### src/rtl/stack_arb_pkg.sv
// Shared types and defaults for the shared-stack arbiter.
// Exports the FSM state enum, the op encoding and the default sizing.
package stack_arb_pkg;

    localparam int DEF_NUM_CORES = 4;
    localparam int DEF_DATA_W    = 16;
    localparam int DEF_DEPTH     = 32;

    localparam logic OP_PUSH = 1'b1;
    localparam logic OP_POP  = 1'b0;

    typedef enum logic [1:0] {
        IDLE  = 2'd0,
        ISSUE = 2'd1,
        RESP  = 2'd2
    } arb_state_e;

    // Index width that stays legal for a single requester.
    function automatic int idx_width(input int n);
        return (n > 1) ? $clog2(n) : 1;
    endfunction

endpackage

### src/rtl/stack_arbiter_rr.sv
// Combinational round-robin picker: first requester at or after rr_ptr wins.
// Produces a one-hot grant and the matching index (both zero when nobody requests).
module rr_arbiter
    import stack_arb_pkg::*;
#(
    parameter int NUM_CORES = DEF_NUM_CORES,
    parameter int IDX_W     = idx_width(DEF_NUM_CORES)
) (
    input  logic [NUM_CORES-1:0] req,
    input  logic [IDX_W-1:0]     rr_ptr,
    output logic [NUM_CORES-1:0] grant,
    output logic [IDX_W-1:0]     grant_idx
);

    logic [IDX_W-1:0] cand_s;
    logic             any_s;

    // Scan from the farthest candidate back to rr_ptr so the nearest one is written last.
    always_comb begin
        any_s     = |req;
        cand_s    = {IDX_W{1'b0}};
        grant_idx = {IDX_W{1'b0}};
        for (int i = NUM_CORES - 1; i >= 0; i--) begin
            cand_s    = IDX_W'((int'(rr_ptr) + i) % NUM_CORES);
            grant_idx = req[cand_s] ? cand_s : grant_idx;
        end
        grant = any_s ? (NUM_CORES'(1) << grant_idx) : {NUM_CORES{1'b0}};
    end

endmodule

### src/rtl/stack_arbiter.sv
// Round-robin arbiter sharing one LIFO stack among NUM_CORES requesters.
// Optional macro STACK_ARB_OCC_EN exposes the shadow count as occ/full/empty.
module stack_arbiter
    import stack_arb_pkg::*;
#(
    parameter int NUM_CORES = DEF_NUM_CORES,
    parameter int DATA_W    = DEF_DATA_W,
    parameter int DEPTH     = DEF_DEPTH
) (
    input  logic                        clk,
    input  logic                        rst,
    input  logic [NUM_CORES-1:0]        req,
    input  logic [NUM_CORES-1:0]        op,
    input  logic [NUM_CORES*DATA_W-1:0] wdata,
    output logic [NUM_CORES-1:0]        ack,
    output logic [NUM_CORES-1:0]        err,
    output logic [DATA_W-1:0]           rdata,
    output logic                        stk_push,
    output logic                        stk_pop,
    output logic [DATA_W-1:0]           stk_datain,
    input  logic [DATA_W-1:0]           stk_dataout
`ifdef STACK_ARB_OCC_EN
    ,
    output logic [$clog2(DEPTH):0]      occ,
    output logic                        full,
    output logic                        empty
`endif
);

    localparam int               IDX_W   = idx_width(NUM_CORES);
    localparam int               CNT_W   = $clog2(DEPTH) + 1;
    localparam logic [CNT_W-1:0] DEPTH_C = CNT_W'(DEPTH);

    arb_state_e           state_r;
    logic [IDX_W-1:0]     rr_ptr_r;
    logic [IDX_W-1:0]     grant_idx_r;
    logic [NUM_CORES-1:0] grant_oh_r;
    logic                 op_r;
    logic                 err_r;
    logic [CNT_W-1:0]     count_r;
    logic [CNT_W-1:0]     count_nxt_s;

    logic [IDX_W-1:0]     pick_idx_s;
    logic [NUM_CORES-1:0] pick_oh_s;
    logic                 sel_op_s;
    logic [DATA_W-1:0]    sel_wdata_s;
    logic                 can_push_s;
    logic                 can_pop_s;
    logic [IDX_W-1:0]     ptr_nxt_s;

    rr_arbiter #(
        .NUM_CORES (NUM_CORES),
        .IDX_W     (IDX_W)
    ) u_rr (
        .req       (req),
        .rr_ptr    (rr_ptr_r),
        .grant     (pick_oh_s),
        .grant_idx (pick_idx_s)
    );

    // Shadow occupancy: only a successful ISSUE moves the count, so it cannot leave 0..DEPTH.
    always_comb begin
        count_nxt_s = count_r;
        if ((state_r == ISSUE) && !err_r) begin
            if (op_r == OP_PUSH) begin
                count_nxt_s = count_r + CNT_W'(1);
            end else begin
                count_nxt_s = count_r - CNT_W'(1);
            end
        end else begin
            count_nxt_s = count_r;
        end
    end

`ifdef STACK_ARB_OCC_EN
    logic full_r;
    logic empty_r;

    // Status flags follow the count in the same edge it updates.
    always_ff @(posedge clk) begin
        if (rst) begin
            full_r  <= 1'b0;
            empty_r <= 1'b1;
        end else begin
            full_r  <= (count_nxt_s == DEPTH_C);
            empty_r <= (count_nxt_s == {CNT_W{1'b0}});
        end
    end

    assign occ   = count_r;
    assign full  = full_r;
    assign empty = empty_r;

    // Registered flags are exact mirrors of the count, so the range checks reuse them.
    always_comb begin
        can_push_s = !full_r;
        can_pop_s  = !empty_r;
    end
`else
    // Range checks straight from the count register.
    always_comb begin
        can_push_s = (count_r < DEPTH_C);
        can_pop_s  = (count_r != {CNT_W{1'b0}});
    end
`endif

    // Grantee operands and the pointer value that follows the current grantee.
    always_comb begin
        sel_op_s    = op[pick_idx_s];
        sel_wdata_s = wdata[int'(pick_idx_s)*DATA_W +: DATA_W];
        ptr_nxt_s   = (grant_idx_r == IDX_W'(NUM_CORES - 1)) ? {IDX_W{1'b0}}
                                                              : grant_idx_r + IDX_W'(1);
    end

    // Main IDLE -> ISSUE -> RESP sequencer; strobes are set on entry to ISSUE so they last one cycle.
    always_ff @(posedge clk) begin
        if (rst) begin
            state_r     <= IDLE;
            rr_ptr_r    <= {IDX_W{1'b0}};
            grant_idx_r <= {IDX_W{1'b0}};
            grant_oh_r  <= {NUM_CORES{1'b0}};
            op_r        <= OP_POP;
            err_r       <= 1'b0;
            count_r     <= {CNT_W{1'b0}};
            ack         <= {NUM_CORES{1'b0}};
            err         <= {NUM_CORES{1'b0}};
            rdata       <= {DATA_W{1'b0}};
            stk_push    <= 1'b0;
            stk_pop     <= 1'b0;
            stk_datain  <= {DATA_W{1'b0}};
        end else begin
            count_r <= count_nxt_s;
            case (state_r)
                IDLE: begin
                    ack   <= {NUM_CORES{1'b0}};
                    err   <= {NUM_CORES{1'b0}};
                    rdata <= {DATA_W{1'b0}};
                    if (|req) begin
                        grant_idx_r <= pick_idx_s;
                        grant_oh_r  <= pick_oh_s;
                        op_r        <= sel_op_s;
                        if ((sel_op_s == OP_PUSH) && can_push_s) begin
                            stk_push   <= 1'b1;
                            stk_datain <= sel_wdata_s;
                            err_r      <= 1'b0;
                        end else if ((sel_op_s == OP_POP) && can_pop_s) begin
                            stk_pop    <= 1'b1;
                            err_r      <= 1'b0;
                        end else begin
                            err_r      <= 1'b1;
                        end
                        state_r <= ISSUE;
                    end else begin
                        state_r <= IDLE;
                    end
                end
                ISSUE: begin
                    stk_push   <= 1'b0;
                    stk_pop    <= 1'b0;
                    stk_datain <= {DATA_W{1'b0}};
                    ack        <= grant_oh_r;
                    err        <= err_r ? grant_oh_r : {NUM_CORES{1'b0}};
                    // The stack's dataout still shows the popped word at this edge.
                    rdata      <= ((op_r == OP_POP) && !err_r) ? stk_dataout : {DATA_W{1'b0}};
                    state_r    <= RESP;
                end
                RESP: begin
                    ack      <= {NUM_CORES{1'b0}};
                    err      <= {NUM_CORES{1'b0}};
                    rdata    <= {DATA_W{1'b0}};
                    rr_ptr_r <= ptr_nxt_s;
                    state_r  <= IDLE;
                end
                default: begin
                    ack        <= {NUM_CORES{1'b0}};
                    err        <= {NUM_CORES{1'b0}};
                    rdata      <= {DATA_W{1'b0}};
                    stk_push   <= 1'b0;
                    stk_pop    <= 1'b0;
                    stk_datain <= {DATA_W{1'b0}};
                    state_r    <= IDLE;
                end
            endcase
        end
    end

endmodule

### config.mk
export PLATFORM = sky130hd
export DESIGN_NAME = stack_arbiter
export DESIGN_NICKNAME = d
export VERILOG_FILES = /design/src/rtl/stack_arb_pkg.sv /design/src/rtl/stack_arbiter_rr.sv /design/src/rtl/stack_arbiter.sv
export SDC_FILE = /design/constraint.sdc
export NUM_CORES = 1
export LEC_CHECK = 0
export CELL_PAD_IN_SITES_DETAIL_PLACEMENT = 0
export CELL_PAD_IN_SITES_GLOBAL_PLACEMENT = 1
export CORE_MARGIN = 2
export CORE_UTILIZATION = 32
export CTS_CLUSTER_SIZE = 10
export DETAILED_ROUTE_END_ITERATION = 6
export PLACE_DENSITY = 0.85
export SLEW_MARGIN = 15
export SYNTH_ARGS = -nofsm -noshare
export SYNTH_HDL_FRONTEND = slang
export SYNTH_SLANG_ARGS = --single-unit
### constraint.sdc
create_clock -name clk -period 3.2 [get_ports clk]
set_clock_uncertainty 0.1 [all_clocks]
set_input_delay 0.48 -clock clk [delete_from_list [all_inputs] [get_ports clk]]
set_output_delay 0.48 -clock clk [all_outputs]
set_load 0.1 [all_outputs]
### Word level (Yosys, flattened, before mapping)

Cells that the tools add are included.

* $add $sub $neg: 6
* magnitude comparators: 6
* equality and inequality tests: 7
* shift-type cells: 2
* mux-type cells: 30
* bitwise operators: 6
* reduce and logical (&&, ||, !) cells: 14

Operators by type and width (count)
* 64-bit by 7-bit variable part select with 16-bit output: 1
* 16-bit 2-to-1 mux: 2
* 16-bit case mux with 2 select lines: 1
* 2-bit by 3-bit less-than comparator with 1-bit output, second input constant: 5
* 1-bit 2-to-1 mux: 13
* 1-bit binary-select mux with 2-bit select: 5
* 2-bit 2-to-1 mux: 5
* 6-bit by 1-bit adder with 6-bit output, second input constant: 1
* 6-bit less-than comparator, second input constant: 1
* 6-bit 2-to-1 mux: 1
* 2-bit inequality test, second input constant: 3
* 1-bit inverter: 6
* 6-bit nonzero test: 1
* 3-bit OR reduction: 2
* 6-bit by 1-bit subtractor with 6-bit output, second input constant: 1
* 2-bit by 1-bit adder with 2-bit output, second input constant: 2
* 2-bit adder, second input constant: 2
* 2-bit equality test, second input constant: 2
* 1-bit logical AND: 4
* 1-bit case mux with 2 select lines: 2
* 2-bit case mux with 2 select lines: 1
* 4-bit AND reduction: 1
* 4-bit OR reduction: 1
* 1-bit by 2-bit left shift with 4-bit output, first input constant: 1
* 7 further kinds: 7

* bits in registers: 60
* bits of input ports: 90
* output and inout port bits: 42
* word-level logic and storage cells: 84

### Longest topological paths before layout

Gate-level depths: netlist (run 1).

* word-level depth: 15
* gate-level depth with buffers: 8
* mapped depth without buffers: 8

### Modules after synthesis

Synthesis (run 1) repeated with hierarchy kept, for this count alone.

* cell total of the unflattened synthesis: 267
* area, all modules: 2860.2 um^2

Modules (own cells, without submodules)
* stack_arbiter: instances 1, cells an instance 237, area each 2672.6 um^2, seq. area each 1201.2 um^2
* rr_arbiter: instances 1, cells an instance 30, area each 187.7 um^2, seq. area each 0.0 um^2

### Least setup slack after synthesis (run 1)

No wires, ideal clock.

* path kind: reg2reg
* from: register op_r
* to: register count_r[5]
* library setup time: 116 ps
* arrival: 1845 ps
* required time: 2984 ps
* setup slack: 1139 ps
* cell stages (with the launch flop): 9
* path buffers: 0
* clock period less this slack: 2061 ps
* cells stage by stage: dfxtp_1 -> inv_1 -> ha_1 -> a21o_1 -> a21o_1 -> a21oi_1 -> mux2i_1 -> a211oi_1 -> a31o_2

* longest elaborated chain between the ends: 1

RTL lines
* start, declared: line stack_arbiter.sv:38 `logic op_r;`
* start signal, assigned: line stack_arbiter.sv:141 `op_r <= sel_op_s;`
* 6-bit 2-to-1 mux: line stack_arbiter.sv:65 `if (op_r == OP_PUSH) begin`
* end signal, assigned: line stack_arbiter.sv:124 `count_r <= {CNT_W{1'b0}};`
* end signal, assigned: line stack_arbiter.sv:132 `count_r <= count_nxt_s;`
* end, declared: line stack_arbiter.sv:40 `logic [CNT_W-1:0] count_r;`

No other way between the ends.
A chain may end at the register's enable or synchronous reset.

### Worst setup path in the final report (run 1)

* from: input req[2]
* to: register stk_datain[11]

* longest elaborated chain between the ends: 11
* elaborated cells on any way between the ends: 23
* those cells by class: eq/ne (2); shift (1); mux (17); reduce/logical (3)

RTL lines
* start, declared: line stack_arbiter.sv:12 `input logic [NUM_CORES-1:0] req,`
* parallel branches: the longest is 11 deep, another holds 64-bit by 7-bit variable part select with 16-bit output
* end signal, assigned: line stack_arbiter.sv:130 `stk_datain <= {DATA_W{1'b0}};`
* end signal, assigned: line stack_arbiter.sv:144 `stk_datain <= sel_wdata_s;`
* end signal, assigned: line stack_arbiter.sv:160 `stk_datain <= {DATA_W{1'b0}};`
* end, declared: line stack_arbiter.sv:20 `output logic [DATA_W-1:0] stk_datain,`

Parallel ways; which one is timed is not known. The select of a mux whose other input is x is not followed.

==> results of run 1 <==
-- per-stage QoR --
step                cell area [um^2]  hold WS (ns)   util  total power [mW]  worst slack (ns)
CTS                             4330         0.378  0.522              2.44             0.616
floorplan                       2770         0.345      -              1.43              1.14
finish                          4330         0.371  0.522              2.41             0.599
global placement                4110         0.350  0.495              1.68             0.357
detailed placement              4110         0.360  0.496              1.69             0.269
global route                    4330         0.400  0.522              2.53             0.477
-- registers in the layout (all words and copies together) (netlist names), 2 cells and up --
| name | cells |
|---|---|
| rdata | 16 |
| stk_datain | 16 |
| count_r | 6 |
| ack | 4 |
| err | 4 |
| grant_oh_r | 4 |
| grant_idx_r | 2 |
| rr_ptr_r | 2 |
| state_r | 2 |
-- worst max path at each step --
stage	from	to	slack (ns)	cells after the start
after floorplan	op_r$_SDFFE_PP0P_	count_r[5]$_SDFFE_PP0P_	1.14	8
after global placement	req[2]	stk_datain[12]$_SDFFE_PP0P_	0.36	7
after detailed placement	req[2]	stk_datain[11]$_SDFFE_PP0P_	0.27	7
after CTS	req[2]	stk_datain[11]$_SDFFE_PP0P_	0.62	7
after global routing	req[2]	stk_datain[11]$_SDFFE_PP0P_	0.48	7
final	req[2]	stk_datain[11]$_SDFFE_PP0P_	0.60	7
-- power by group through the flow --
stage          combinational (mW)  clock [mW]  sequential [mW]
2_1_floorplan               0.308           0             1.12
3_3_place_gp                0.801           0            0.877
3_5_place_dp                0.812           0            0.879
4_1_cts                     0.814       0.764            0.863
5_1_grt                     0.864       0.798            0.872
6_report                    0.807       0.745            0.862
-- layout make-up --
cell class / count / area share
Clock inverter: 6 / 0.0205
Inverter: 5 / 0.00433
Clock buffer: 10 / 0.0295
Tap cell: 105 / 0.0303
Timing Repair Buffer: 137 / 0.292
Sequential cell: 60 / 0.277
Multi-Input combinational cell: 209 / 0.346
-- cells by family (layout without fill, tap and decap cells) --
logic type | Yosys count | after routing | share of synthesized area
DFF | 60 | 60 | 0.433
adders and majority gates | 6 | 6 | 0.0298
and+or+nand+nor | 111 | 111 | 0.202
xor gates and xnor gates | 4 | 4 | 0.0126
muxes | 35 | 35 | 0.126
buffers and inverters | 19 | 158 | 0.0312
AOI/OAI and AO/OA | 53 | 53 | 0.164
-- worst register-to-register path: cells and delay by family (launching register included) --
family / cells / cell delay, ns
AO/OA/AOI/OAI: 5 / 1.61
AND/OR/NAND/NOR: 1 / 0.13
flip-flops: 1 / 0.46
-- metal layers --
metal,vias to the layer above,GRT usage,part of all wire
met5,-,0,0
met4,0,0.0423,0.0091
met3,6,0.0662,0.080
met2,89,0.268,0.50
met1,1183,0.179,0.42
li1,1296,-,-
-- cell usage in the layout (no fill, tap or decap), types with 3 or more instances in the layout --
master / instances
sky130_fd_sc_hd__dfxtp_1: 60
sky130_fd_sc_hd__mux2i_1: 35
sky130_fd_sc_hd__buf_4: 47
sky130_fd_sc_hd__a21o_1: 3
sky130_fd_sc_hd__nand2_1: 43
sky130_fd_sc_hd__a32o_1: 16
sky130_fd_sc_hd__clkdlybuf4s50_1: 89
sky130_fd_sc_hd__a21oi_1: 12
sky130_fd_sc_hd__nand3b_1: 3
sky130_fd_sc_hd__ha_1: 5
sky130_fd_sc_hd__xnor2_1: 3
sky130_fd_sc_hd__clkbuf_8: 9
sky130_fd_sc_hd__nand3_1: 4
sky130_fd_sc_hd__a22oi_1: 4
sky130_fd_sc_hd__inv_1: 5
sky130_fd_sc_hd__and2_1: 20
sky130_fd_sc_hd__and3_1: 5
sky130_fd_sc_hd__nor2_1: 16
==> run metrics, run 1 <==
clock edge transition at the registers on the reported setup and hold paths 0.07 ns; unrepaired setup endpoints after global routing false; number of maximum-capacitance constraint violations 0; Clock Path Buffers 2; ys flop type sky130_fd_sc_hd__dfxtp_1; Cells after Synth roughly 290; area of the core region between 8000 and 9000 um^2; Max IR drop VDD about 0.23 mV; Post-Place Cells about 520; Worst R2R Start rr_ptr_r[1]$_SDFFE_PP0N_; detailed-router iteration count before antenna repair 4; overall overflow remaining after global route 0; Non-Filler Instances roughly 530; Crit-path slowest cell sky130_fd_sc_hd__a41oi_2; number of top-level design ports roughly 130; total detailed-routing wirelength 7.56 mm; share of final-layout standard cells stronger than drive strength 1 0.180; summed instance area of the synthesized netlist 2770 um^2; share of total power in the clock network 0.309; fraction of the yosys area taken by sequential cells 0.433; count of H-tree levels built during CTS 3; critical path's largest stage delay around 0.74 ns; final critical path time including I/O delays and setup approximately 2.6 ns; Logic pwr share 0.334; distinct cell type count after synthesis between 40 and 50; CTS-repair resized insts 0; leakage power summed over all cells between 1.5 and 2 nW; Mapped Nets about 380; final total negative setup slack 0 ns; Root Buffer sky130_fd_sc_hd__clkbuf_8; number of filler instances in the final layout ~760; number of antenna violations at the first check in global routing 0; maximum achievable frequency about 380 MHz; result of the run completed; synth top area cells sky130_fd_sc_hd__dfxtp_1, sky130_fd_sc_hd__mux2i_1, sky130_fd_sc_hd__nand2_1; flip-flop and latch area between 1000 and 1500 um^2; area added between synthesis and finish 56.3%; number of sinks on the clock net 60; setup repair bufs after CTS 0; R2R setup slack roughly 0.86 ns; capturing point of the worst reg2reg path stk_datain[11]$_SDFFE_PP0P_; count of flip-flops with a built-in enable after synthesis 0; power density of the placed cells between 500 and 600 nW/um^2; Switch Pwr 857 uW; path class of the lowest-slack min-delay path reg2reg; First DRT Iteration DRCs 72; Setup CP Type in2reg; total of hold buffers inserted after clock tree synthesis 0; synth cell count leaders sky130_fd_sc_hd__dfxtp_1, sky130_fd_sc_hd__nand2_1, sky130_fd_sc_hd__mux2i_1; vertical die dimension slightly below 100 um; starting utilization of the core area 0.334; final setup violating endpoints 0; Port Buffer Count around 130; cell depth of the worst hold path 1; Top delay family on crit path compound AO/OA/AOI/OAI gates; pin count of the biggest net entering global routing 34; number of warning messages in the yosys log 0; detail-routed net length per standard cell around 14 um; antenna-violating nets left 0; cell type contributing the most total cell area after synthesis sky130_fd_sc_hd__dfxtp_1; number of cells traversed by the worst register-to-register path 6; critical path data required time about 3.4 ns; #FFs+latches synth 60; Final Max Slew Viols 0; Skew-Pair Late Insertion Delay around 0.33 ns; Site Rows 33; destination of the worst hold path stk_datain[10]$_SDFFE_PP0P_; share of Yosys cell area claimed by the top area cell type 0.433; Final GP Congestion 0.869; number of global-route vias before repair ~2600; proportion of synthesized flip-flops having asynchronous set or reset 0; sort of element at the end of the critical path register; mean cell area of the mapped netlist between 9 and 10 um^2; Hold Crit Start stk_datain[10]$_SDFFE_PP0P_; global-route usage over all layers 0.156; first-pass GRT wire length roughly 12 mm; Relative slew margins 0.442; CTS tree done; signal arrival time at the worst endpoint 2.77 ns; number of nets in the layout 518; combined buffer and inverter count along the critical path 1; HPWL Detailed roughly 5.8 mm; Final period util 0.813; Worst Max-Slew Pin Slew between 0.8 and 0.9 ns; maximum fanout along the worst path 16; # diodes 0; Pint 1.56 mW; drc violations 0; count of endpoints failing hold in the final timing report 0; Die X-Extent ~97 um; cell with the most instances after synthesis sky130_fd_sc_hd__dfxtp_1; clock buffer count from CTS 9; cells traversed along the worst timing path clkdlybuf4s50_1, nor2b_4, a221oi_4, o21ai_1, nand3_1, a41oi_2, a32o_1; proportion of power drawn by flip-flops and latches 0.357; die outline area 9420 um^2; switching share of total power 0.355; area of combinational cells with multiple inputs about 1500 um^2; average vias per placed instance 4.84; crit path launch type input port; vias after detailed routing 2574
No activity file was read; power rests on OpenSTA's default activity.
==> run 2: changes to the inputs <==
- CORE_UTILIZATION: 32 -> 30
- PLACE_DENSITY: 0.85 -> 0.8
- clock period: 3.2 -> 2.53 ns (I/O delays scaled with it)
==> run metrics, run 2 (synthesis gave the netlist of run 1 again) <==
combined buffer and inverter count along the critical path 4 (+3); Skew-Pair Late Insertion Delay 0.33 ns (about the same); Port Buffer Count 131 (unchanged); total detailed-routing wirelength 7.49 mm (-0.94%); Max IR drop VDD 0.326 mV (+43%); maximum fanout along the worst path 16 (unchanged); count of endpoints failing hold in the final timing report 0 (unchanged); Clock Path Buffers 2 (unchanged); Relative slew margins 0.508 (+0.0656); clock edge transition at the registers on the reported setup and hold paths 0.07 ns (about the same); final critical path time including I/O delays and setup about 2.4 ns; Root Buffer sky130_fd_sc_hd__clkbuf_8; number of top-level design ports 132 (unchanged); antenna-violating nets left 0 (unchanged); Final Max Slew Viols 0 (unchanged); # diodes 0 (unchanged); signal arrival time at the worst endpoint 2.52 ns (-0.25 ns); area added between synthesis and finish 62.6%; average vias per placed instance 4.70 (-2.9%); Die X-Extent 100 um (+3.1%); share of final-layout standard cells stronger than drive strength 1 0.213 (+0.0332); power density of the placed cells 706 nW/um^2 (+27%); fin util 0.495 (-0.0270); drc violations 0 (unchanged); critical path data required time 2.65 ns (-0.72 ns); Top delay family on crit path buffers and inverters; most frequent standard cell in the layout excluding fill and tap cells sky130_fd_sc_hd__clkdlybuf4s50_1; detailed-router iteration count before antenna repair 4 (unchanged); number of maximum-capacitance constraint violations 0 (unchanged); vertical die dimension 100 um (+3.1%); result of the run completed; first-pass GRT wire length 12.4 mm (+2.3%); die outline area 10000 um^2 (+6.4%); global-route usage over all layers 0.157 (+0.000375); maximum achievable frequency roughly 420 MHz; vias after detailed routing 2612 (+1.5%); leakage power summed over all cells 1.89 nW (+5.5%); Final GP Congestion 0.823 (-5.3%); clock buffer count from CTS 9 (unchanged); number of sinks on the clock net 60 (unchanged); HPWL Detailed 5.78 mm (-0.34%); number of nets in the layout 536 (+3.5%); largest registers ranked by flip-flop count rdata (16), stk_datain (16), count_r (6); Final period util 0.948; Crit-path slowest cell sky130_fd_sc_hd__clkdlybuf4s50_1; number of global-route vias before repair 2650 (+2.7%); unrepaired setup endpoints after global routing false; total of hold buffers inserted after clock tree synthesis 0 (unchanged); Post-Place Cells 537 (+4.1%); Setup CP Type in2reg; Worst Max-Slew Pin Slew 0.737 ns (-0.0999 ns); sort of element at the end of the critical path register; area of the core region 9110 um^2 (+9.8%); overall overflow remaining after global route 0 (unchanged); most used cells in the layout excluding fill and tap cells sky130_fd_sc_hd__clkdlybuf4s50_1, sky130_fd_sc_hd__buf_4, sky130_fd_sc_hd__dfxtp_1, sky130_fd_sc_hd__nand2_1, sky130_fd_sc_hd__mux2i_1; final setup violating endpoints 0 (unchanged); count of H-tree levels built during CTS 3 (unchanged); overall power consumption 3.18 mW (+32%); pin count of the biggest net entering global routing 18 (-47%); First DRT Iteration DRCs 78 (+8.3%); critical path's largest stage delay 0.60 ns (-0.14 ns); number of antenna violations at the first check in global routing 0 (unchanged); starting utilization of the core area 0.304 (-0.0297); Non-Filler Instances 556 (+4.5%); CTS tree done; crit path launch type input port; cells traversed along the worst timing path clkdlybuf4s50_1, nor2b_4, a221oi_4, buf_4, o21ai_1, buf_4, nand3_1, a41oi_2, buf_12, a32o_1; Site Rows 35 (+6.1%); path class of the lowest-slack min-delay path reg2reg; detail-routed net length per standard cell 13.5 um (-5.2%); critical path's most frequent cell sky130_fd_sc_hd__buf_4
[run 2: cell count changes in the layout (fill, tap and decap cells not counted), sizes merged]
cell	change
bufinv	+1
nor2	+1
clkbuf	-1
buf	+17
[run 2: routing by layer]
layer  part of all wire  global-route usage  wire length [um]  vias to the layer above
met3              0.085              0.0662               635                       12
met4              0.018              0.0569               132                        0
met5                  0                   0                 0                        -
met1               0.40               0.176              3030                     1173
met2               0.49               0.267              3700                       93
li1                   -                   -                 -                     1334
[run 2: worst reg2reg max path, cell delays in order, from the launching register on]
cell and delay [ns]:
sky130_fd_sc_hd__dfxtp_1 0.42, sky130_fd_sc_hd__inv_1 0.17, sky130_fd_sc_hd__ha_1 0.33, sky130_fd_sc_hd__a21o_1 0.18
sky130_fd_sc_hd__a21o_1 0.20, sky130_fd_sc_hd__a21oi_1 0.17, sky130_fd_sc_hd__mux2i_1 0.25, sky130_fd_sc_hd__a211oi_1 0.10
sky130_fd_sc_hd__a31o_2 0.21
[run 2: repair_timing]
item / CTS / global route
buffers inserted: 1 / 1
cloned: 1 / 0
resized for setup: 1 / 0
endpoints found under the setup margin: 16 / 16
pin swaps: 2 / 1
[run 2: layout make-up]
cell class	count	area, um^2
flip-flops and latches	60	1200
well taps	111	139
repair buffers	154	1400
clock buffers	9	124
fillers	889	4600
multi-input cells	210	1510
inverters	5	18.8
clock inverters	7	115
[run 2: worst paths after layout]
kind	startpoint	end	slack [ns]	depth (start not counted)
setup reg to reg	op_r$_SDFFE_PP0P_	count_r[5]$_SDFFE_PP0P_	0.31	8
setup / recovery	req[1]	stk_datain[11]$_SDFFE_PP0P_	0.13	10
hold / removal	stk_datain[0]$_SDFFE_PP0P_	stk_datain[0]$_SDFFE_PP0P_	0.38	1
hold reg to reg	stk_datain[0]$_SDFFE_PP0P_	stk_datain[0]$_SDFFE_PP0P_	0.38	1
[run 2: per-stage QoR]
step	hold WS (ns)	setup TNS [ns]	cell area (um^2)	worst slack, ns
floorplan	0.345	0	2770	0.469
global placement	0.351	-6.15	4230	-0.386
detailed placement	0.365	-6.62	4230	-0.405
finish	0.379	0	4510	0.132
CTS	0.383	0	4500	0.0473
global route	0.399	0	4510	0.0392
[run 2: power breakdown]
group | total, mW | internal (mW) | switching [mW]
clock network | 1.03 | 0.650 | 0.382
logic | 1.06 | 0.423 | 0.639
registers | 1.09 | 1.03 | 0.0627
==> run 3: changes to the inputs <==
- CORE_UTILIZATION: 30 -> 31
- PLACE_DENSITY: 0.8 -> default
- PLACE_DENSITY_LB_ADDON: default -> 0.1
- SYNTH_HIERARCHICAL: default -> 1
- TNS_END_PERCENT: default -> 10
==> run metrics, run 3 <==
Relative slew margins 0.437 (-0.0703); cell area after placement 4290 um^2 (+1.4%); power density of the placed cells 680 nW/um^2 (-3.8%); overall power consumption 3.10 mW (-2.5%); number of top-level design ports 132 (unchanged); mean cell area of the mapped netlist 10.7 um^2 (+11%); Worst Max-Slew Pin Slew 0.842 ns (+0.105 ns); number of filler instances in the final layout 829 (-6.7%); number of antenna violations at the first check in global routing 0 (unchanged); Post-Place Cells 514 (-4.3%); Pint 2.03 mW (-3.4%); detailed-router iteration count before antenna repair 4 (unchanged); area of combinational cells with multiple inputs 1510 um^2 (+0.25%); switching share of total power 0.346 (+0.00597); final setup violating endpoints 0 (unchanged); synth cell count leaders sky130_fd_sc_hd__dfxtp_1, sky130_fd_sc_hd__nand2_1, sky130_fd_sc_hd__and2_1, sky130_fd_sc_hd__inv_1, sky130_fd_sc_hd__mux4_2; share of total power in the clock network 0.300 (-0.024); global-route usage over all layers 0.166 (+0.00936); most frequent standard cell in the layout excluding fill and tap cells sky130_fd_sc_hd__clkdlybuf4s50_1; proportion of power drawn by flip-flops and latches 0.351 (+0.009); count of endpoints failing hold in the final timing report 0 (unchanged); clock edge transition at the registers on the reported setup and hold paths 0.07 ns (about the same); proportion of synthesized flip-flops having asynchronous set or reset 0 (unchanged); path class of the lowest-slack min-delay path reg2reg; fraction of the yosys area taken by sequential cells 0.420 (-0.0135); R2R setup slack 0.15 ns (-0.16 ns); maximum fanout along the worst path 9 (-7); sort of element at the end of the critical path register; pin count of the biggest net entering global routing 18 (unchanged); number of sinks on the clock net 60 (unchanged); maximum achievable frequency 420 MHz (+0.80%); count of H-tree levels built during CTS 3 (unchanged); Final GP Congestion 0.790 (-3.9%); number of nets in the layout 512 (-4.5%); Max IR drop VDD 0.329 mV (+0.98%); critical path data required time 2.70 ns (+0.05 ns); Die X-Extent 100 um (about the same); summed area of non-filler cells in the final layout 4570 um^2 (+1.4%); First DRT Iteration DRCs 67 (-14%); flip-flop and latch area 1200 um^2 (+0.31%); Clock Path Buffers 2 (unchanged); Final Max Slew Viols 0 (unchanged); #FFs+latches synth 60 (unchanged); detail-routed net length per standard cell 15.5 um (+15%); unrepaired setup endpoints after global routing false; crit path launch type register; hold_ws 0.365 ns (-0.0139 ns); CTS tree done; fin util 0.502 (+0.00673); Final period util 0.940 (-0.00752); share of Yosys cell area claimed by the top area cell type 0.420 (-0.0135); DP Worst Slack -0.258 ns (+0.148 ns); largest registers ranked by flip-flop count rdata (16), stk_datain (16), count_r (6); Site Rows 35 (unchanged); average vias per placed instance 4.80 (+2.3%); total of hold buffers inserted after clock tree synthesis 0 (unchanged); first-pass GRT wire length 12.9 mm (+4.2%); Logic pwr share 0.349 (+0.015); Skew-Pair Late Insertion Delay 0.34 ns (about the same); final total negative setup slack 0 ns (unchanged); HPWL Detailed 6.27 mm (+8.5%); area added between synthesis and finish 59.7%; cell type contributing the most total cell area after synthesis sky130_fd_sc_hd__dfxtp_1; starting utilization of the core area 0.314 (+0.00975); share of final-layout standard cells stronger than drive strength 1 0.285 (+0.0716); antenna-violating nets left 0 (unchanged); Root Buffer sky130_fd_sc_hd__clkbuf_8; Non-Filler Instances 532 (-4.3%); total detailed-routing wirelength 8.23 mm (+9.9%); overall overflow remaining after global route 0 (unchanged); die outline area 10000 um^2 (-0.12%); count of flip-flops with a built-in enable after synthesis 0 (unchanged); vias after detailed routing 2556 (-2.1%); summed instance area of the synthesized netlist 2860 um^2 (+3.2%); synth top area cells sky130_fd_sc_hd__dfxtp_1, sky130_fd_sc_hd__mux4_2, sky130_fd_sc_hd__o2bb2ai_2; clock buffer count from CTS 9 (unchanged); drc violations 0 (unchanged); ys flop type sky130_fd_sc_hd__dfxtp_1; Mapped Nets 363 (-5.5%); number of global-route vias before repair 2514 (-5.1%); distinct cell type count after synthesis 50 (+4.2%); number of maximum-capacitance constraint violations 0 (unchanged); Setup CP Type reg2reg; area of the core region 9110 um^2 (unchanged); Cells after Synth 267 (-7.3%); number of warning messages in the yosys log 6 (+6); most used cells in the layout excluding fill and tap cells sky130_fd_sc_hd__clkdlybuf4s50_1, sky130_fd_sc_hd__buf_4, sky130_fd_sc_hd__dfxtp_1, sky130_fd_sc_hd__nand2_1; final setup margin 0.151 ns (+0.0190 ns); cell with the most instances after synthesis sky130_fd_sc_hd__dfxtp_1; vertical die dimension 100 um (about the same); Switch Pwr 1.08 mW (-0.77%); leakage power summed over all cells 1.94 nW (+2.5%); result of the run completed; Port Buffer Count 131 (unchanged); signal arrival time at the worst endpoint 2.55 ns (+0.03 ns); final critical path time including I/O delays and setup 2.38 ns (-0.0190 ns); # diodes 0 (unchanged)
## run 3: critical path, stage by stage (launching register included)
cell                        delay, ns
sky130_fd_sc_hd__dfxtp_4         0.41
sky130_fd_sc_hd__nand2b_4        0.16
sky130_fd_sc_hd__a21oi_2         0.06
sky130_fd_sc_hd__nor3b_4         0.22
sky130_fd_sc_hd__mux4_2          0.56
sky130_fd_sc_hd__nor4b_4         0.17
sky130_fd_sc_hd__nor3_4          0.30
sky130_fd_sc_hd__clkbuf_16       0.22
sky130_fd_sc_hd__o2bb2ai_1       0.10
## run 3: worst paths after layout
path	startpoint	endpoint	depth (start not counted)
hold / removal	grant_idx_r[1]$_SDFFE_PP0P_	grant_idx_r[1]$_SDFFE_PP0P_	2
setup / recovery	rr_ptr_r[0]$_SDFFE_PP0P_	stk_datain[3]$_SDFFE_PP0P_	8
setup reg to reg	rr_ptr_r[0]$_SDFFE_PP0P_	stk_datain[3]$_SDFFE_PP0P_	8
hold reg to reg	grant_idx_r[1]$_SDFFE_PP0P_	grant_idx_r[1]$_SDFFE_PP0P_	2
## run 3: routing by layer
layer | vias up | wire length, um | global-route usage
met5 | - | 0 | 0
met4 | 0 | 152 | 0.0632
met3 | 15 | 584 | 0.0487
met2 | 84 | 3920 | 0.281
met1 | 1203 | 3580 | 0.200
li1 | 1254 | - | -
## run 3: layout make-up
class,count,share of cell area
clock buffers,13,0.0392
well taps,111,0.0304
inverters,20,0.0164
flip-flops and latches,60,0.264
clock inverters,3,0.00931
repair buffers,154,0.311
multi-input cells,171,0.330
## run 3: cell families after synthesis
group                      count (synthesis)  synth area share
DFF                                       60             0.420
AOI/OAI and AO/OA                         55             0.159
adders and majority gates                  6            0.0289
and+or+nand+nor                           88             0.175
muxes                                     21             0.148
buffers and inverters                     36            0.0660
xor gates and xnor gates                   1           0.00306
## run 3: what timing repair did
action                                  4_1_cts  5_1_grt
gates resized for setup                       0        8
buffers inserted                              0        1
endpoints found under the setup margin        0       16
## run 3: power by group through the flow
| stage | Sequential (mW) | Clock [mW] | Combinational (mW) |
|---|---|---|---|
| after floorplan | 1.43 | 0 | 0.409 |
| after global placement | 1.11 | 0 | 1.06 |
| after detailed placement | 1.11 | 0 | 1.07 |
| after CTS | 1.09 | 0.959 | 1.08 |
| after global routing | 1.10 | 0.994 | 1.15 |
| final | 1.09 | 0.931 | 1.08 |
